File: src/rtl/pipe_pkg.sv
// Shared pipeline helpers: pointer arithmetic for non-power-of-two circular
// buffers and payload structs that stages pack into a stage buffer's WIDTH.
package pipe_pkg;

    localparam int unsigned PTR_W_MIN = 1;

    // Pointer width for a buffer of the given depth; never narrower than one bit.
    function automatic int unsigned ptr_width(input int unsigned depth);
        return (depth <= 1) ? PTR_W_MIN : $clog2(depth);
    endfunction

    function automatic int unsigned ptr_next(input int unsigned ptr, input int unsigned depth);
        return (ptr + 32'd1 >= depth) ? 32'd0 : ptr + 32'd1;
    endfunction

    typedef struct packed {
        logic [63:0] pc;
        logic [31:0] instr;
    } fd_payload_t;

    typedef struct packed {
        logic [63:0] pc;
        logic [4:0]  rd;
        logic [4:0]  rs1;
        logic [4:0]  rs2;
        logic [63:0] imm;
        logic [7:0]  alu_op;
    } de_payload_t;

endpackage

File: src/rtl/pipe_stage_mem.sv
// DEPTH x WIDTH register array, one write port, asynchronous read, zero on reset.
module pipe_stage_mem #(
    parameter int WIDTH = 64,
    parameter int DEPTH = 1,
    parameter int PTR_W = 1
) (
    input  logic             clk,
    input  logic             rst,
    input  logic             we,
    input  logic [PTR_W-1:0] waddr,
    input  logic [WIDTH-1:0] wdata,
    input  logic [PTR_W-1:0] raddr,
    output logic [WIDTH-1:0] rdata
);

    logic [WIDTH-1:0] mem_q [DEPTH];
    logic [WIDTH-1:0] mem_d [DEPTH];

    // Address decode by comparison so DEPTH need not be a power of two.
    always_comb begin
        mem_d = mem_q;
        rdata = '0;
        for (int i = 0; i < DEPTH; i++) begin
            if (we && (waddr == PTR_W'(i))) begin
                mem_d[i] = wdata;
            end
            if (raddr == PTR_W'(i)) begin
                rdata = mem_q[i];
            end
        end
    end

    always_ff @(posedge clk or negedge rst) begin
        if (!rst) begin
            for (int i = 0; i < DEPTH; i++) begin
                mem_q[i] <= '0;
            end
        end else begin
            mem_q <= mem_d;
        end
    end

endmodule

File: src/rtl/pipe_stage_buf.sv
// Elastic pipeline stage: up to DEPTH in-flight beats with payload,
// stage-local ready_go stall and synchronous flush.
module pipe_stage_buf
    import pipe_pkg::*;
#(
    parameter int WIDTH = 64,
    parameter int DEPTH = 1,
    parameter int CNT_W = $clog2(DEPTH + 1)
) (
    input  logic             clk,
    input  logic             rst,
    input  logic             in_valid,
    input  logic [WIDTH-1:0] in_data,
    output logic             in_allow_in,
    output logic             out_valid,
    output logic [WIDTH-1:0] out_data,
    input  logic             out_allow_in,
    input  logic             ready_go,
    input  logic             flush,
    output logic [CNT_W-1:0] count
);

    localparam int PTR_W = int'(ptr_width(DEPTH));
    localparam logic [CNT_W-1:0] DEPTH_C = CNT_W'(DEPTH);

    logic [PTR_W-1:0] wr_ptr_q, wr_ptr_d;
    logic [PTR_W-1:0] rd_ptr_q, rd_ptr_d;
    logic [CNT_W-1:0] count_q, count_d;
    logic             push;
    logic             pop;

    // Handshake: a beat moves on a side only in a cycle where both its valid
    // and its allow_in are 1 (push upstream, pop downstream). allow_in never
    // looks at the same side's valid, so no combinational loop can form; a
    // full buffer admits a beat only when its head leaves in the same cycle.
    always_comb begin
        in_allow_in = !flush && ((count_q < DEPTH_C) || (ready_go && out_allow_in));
        out_valid   = (count_q != '0) && ready_go && !flush;
        push        = in_valid && in_allow_in;
        pop         = out_valid && out_allow_in;

        wr_ptr_d = wr_ptr_q;
        rd_ptr_d = rd_ptr_q;
        count_d  = count_q;

        if (flush) begin
            wr_ptr_d = '0;
            rd_ptr_d = '0;
            count_d  = '0;
        end else begin
            if (push) begin
                wr_ptr_d = PTR_W'(ptr_next(32'(wr_ptr_q), DEPTH));
            end
            if (pop) begin
                rd_ptr_d = PTR_W'(ptr_next(32'(rd_ptr_q), DEPTH));
            end
            if (push && !pop) begin
                count_d = count_q + CNT_W'(1);
            end else if (pop && !push) begin
                count_d = count_q - CNT_W'(1);
            end
        end
    end

    always_ff @(posedge clk or negedge rst) begin
        if (!rst) begin
            wr_ptr_q <= '0;
            rd_ptr_q <= '0;
            count_q  <= '0;
        end else begin
            wr_ptr_q <= wr_ptr_d;
            rd_ptr_q <= rd_ptr_d;
            count_q  <= count_d;
        end
    end

    assign count = count_q;

    // When full, wr_ptr == rd_ptr: the head is read from the old contents
    // this cycle and the slot is overwritten at the edge.
    pipe_stage_mem #(
        .WIDTH (WIDTH),
        .DEPTH (DEPTH),
        .PTR_W (PTR_W)
    ) u_mem (
        .clk   (clk),
        .rst   (rst),
        .we    (push),
        .waddr (wr_ptr_q),
        .wdata (in_data),
        .raddr (rd_ptr_q),
        .rdata (out_data)
    );

endmodule

File: config.mk
export PLATFORM = sky130hd
export DESIGN_NAME = pipe_stage_buf
export DESIGN_NICKNAME = d
export VERILOG_FILES = /design/src/rtl/pipe_pkg.sv /design/src/rtl/pipe_stage_mem.sv /design/src/rtl/pipe_stage_buf.sv
export SDC_FILE = /design/constraint.sdc
export NUM_CORES = 1
export LEC_CHECK = 0
export BUFFER_PORTS_ARGS = -buffer_cell sky130_fd_sc_hd__buf_2
export CELL_PAD_IN_SITES_DETAIL_PLACEMENT = 0
export CELL_PAD_IN_SITES_GLOBAL_PLACEMENT = 1
export CORE_MARGIN = 4
export CORE_UTILIZATION = 34
export DETAILED_ROUTE_END_ITERATION = 8
export PLACE_DENSITY = 0.78
export SETUP_SLACK_MARGIN = 0.4
export SLEW_MARGIN = 20
export SYNTH_ARGS = -nofsm -noshare
export SYNTH_HDL_FRONTEND = slang
export SYNTH_HIERARCHICAL = 1
export SYNTH_SLANG_ARGS = --single-unit
File: constraint.sdc
create_clock -name clk -period 1.68 [get_ports clk]
set_clock_uncertainty 0.1 [all_clocks]
set_input_delay 0.084 -clock clk [delete_from_list [all_inputs] [get_ports clk]]
set_output_delay 0.084 -clock clk [all_outputs]
set_load 0.01 [all_outputs]
==> out/metrics.yaml <==
wl_met3_um: 384
rows: 35
irDropWorstVdd_uv: 488
rrSetupSlack_ps: -50
port-buffer-count: 136
insertion_delay_ps: 320
area_growth_pct: 55.2
final_hold_viol_count: 0
die_area_sq_um: 11100
cp.arrival_ps: 1830
synthMostInstantiatedCell: "dfrtp_1"
ys_seq_area_share_pct: 50.7
die_h_um: 105
wl_met2_mm: 3.99
fillers: 765
num_antenna_cells: 0
die_width_um: 105
cts_root_buf: "clkbuf_8"
fin_crit_ps: 1730
overflow: 0
ff2ff_path_depth: 6
dr.first_iter.drc_count: 60
viasPerCell: 4.32
start_util_pct: 34.9
synth_enable_flop_cells: 0
via_count: 2360
synthCells: 215
crit_path_start_kind: "flop"
detail-route-antenna-nets: 0
finish.utilization_pct: 54.2
num-nets-final: 500
synth_top_area_share_pct: 50.7
wl_per_cell_um: 14.7
status: "finished with violations"
firstDrtPassIters: 4
grt_first_pass_wirelength_mm: 13.2
path_cells: "a21boi_4 -> nor3b_2 -> nor2b_4 -> buf_12 -> buf_16 -> mux2_4"
slew_viol_final: 0
numCtsBuffers: 9
clock.fmax_mhz: 577
drive_gt1_share_pct: 53.3
cp_slowest_stage_delay_ps: 370
hp-class: "in2async"
ios: 137
slowest_stage: "dfrtp_1"
ys_types: 14
clkTransAtPathRegs_ps: 70
drc: 0
grt_usage_pct: 15.0
top_layer: "met4"
cts_sinks: 65
wl_met1_mm: 3.57
fin_ws_ps: -52.0
r2r_end: "u_mem/mem_q[21]"
grt_max_degree: 66
cp.buffers_inverters: 2
critical_path_class: "reg2reg"
setup_viol: 48
yosysTopAreaCell: "dfrtp_1"
cp.required_ps: 1780
power_density_nw_per_um2: 942
synthTopCellsByCount: "dfrtp_1, nor2b_1, mux2_4"
dp_hpwl_mm: 4.68
yosysWarningCount: 6
placed_cells: 455
end_kind: "flop"
fin_area_sq_um: 4980
drt_wl_total_mm: 8.04
first_global_vias: 2627
avgSynthCellArea_sq_um: 14.9
min_period_over_period_pct: 103
synth.area.top_cells: "dfrtp_1, mux2_4, nor2b_1"
core_region_area_sq_um: 9200
synth_ff_type: "dfrtp_1"
cts.path.max_buffers: 2
htreeDepth: 3
gp_congestion: 0.692
pre_cts_ws_ps: -70.6
violations: "negative setup slack"
rsz0062_at_grt: "true"
critPathTopFamily: "flip-flops"
crit_fanout: 14
antenna_found_initial: 0
dpl-instance-area_sq_um: 3950
netlist_area_sq_um: 3210
stdcell_count: 546
synthArstFlopShare_pct: 100
synth_seq_cells: 65
regToRegStartpoint: "count"
max_cap_violations: 0
p_leak_nw: 2.48
cts_tree: "built"
## logic make-up (layout without fill, tap and decap cells)
group / Yosys count / in the layout / share of synthesized area, %
simple gates: 69 / 69 / 13.6
flops: 65 / 65 / 50.7
mux: 64 / 64 / 29.5
buf+inv: 14 / 233 / 5.22
compound gates: 2 / 2 / 0.896
other cells: 1 / 2 / 0.117
## power breakdown
group	leakage, nW	internal (W)	switching [W]	total [W]
clock network	0.0932	0.000611	0.000573	0.00118
registers	0.772	0.00191	0.000175	0.00209
logic	1.62	0.000939	0.000488	0.00143
## flip-flops by register name, indices dropped and copies added (netlist names)
signal / count
count: 1
u_mem/mem_q: 64
## worst min-delay path, cell delays in order
cell           delay, ps
dlygate4sd3_1        520
buf_2                120
buf_12               300
## per-stage QoR
step / hold slack (ps) / TNS, ps / total power [W]
CTS: 197 / -972 / 0.00473
detailed placement: 29.1 / -1170 / 0.00335
global route: 233 / -4660 / 0.00497
finish: 192 / -1400 / 0.00470
global placement: 28.7 / -1070 / 0.00332
floorplan: -312 / 0 / 0.00293
## worst max-delay path by stage
stage | from | to | slack (ps) | cells after the start
2_1_floorplan | count | u_mem/mem_q[0] | 4 | 6
3_3_place_gp | count | u_mem/mem_q[63] | -60 | 5
3_5_place_dp | count | u_mem/mem_q[63] | -70 | 5
4_1_cts | count | u_mem/mem_q[56] | -40 | 6
5_1_grt | count | u_mem/mem_q[56] | -100 | 6
6_report | count | u_mem/mem_q[21] | -50 | 6
## what timing repair did
| action | CTS | global route |
|---|---|---|
| resized for setup | 9 | 4 |
| hold buffers | 67 | 0 |
| buffers inserted | 3 | 1 |
| endpoints found under the hold margin | 130 | 0 |
| pin swaps | 1 | 0 |
| gates cloned | 3 | 1 |
| endpoints found under the setup margin | 65 | 66 |
## layout by cell type (no fill, tap or decap)
master,count
clkinv_2,3
nor2_1,1
nor3b_2,1
dfrtp_1,65
buf_4,3
buf_6,2
buf_16,4
nor2b_1,64
dlygate4sd3_1,67
nand2_1,1
buf_2,136
clkbuf_16,1
o21ba_1,1
a21boi_4,1
conb_1,2
mux2_4,64
clkbuf_8,11
buf_12,3
buf_8,1
nor2b_4,1
clkbuf_1,2
nor2_2,1
## layout make-up
class                   count  area, sq um  area share, %
repair buffers            217         1610           32.2
clock buffers              13          159           3.19
flip-flops and latches     65         1630           32.6
multi-input cells         137         1440           28.8
well taps                 111          139           2.79
clock inverters             3         15.0          0.301
## routing by layer
metal  vias up  GRT usage, %
li1       1137             -
met4         0          5.34
met5         -             0
met3        10          3.77
met1      1132          18.3
met2        81          25.7
Power figures use the tool's default switching activity.
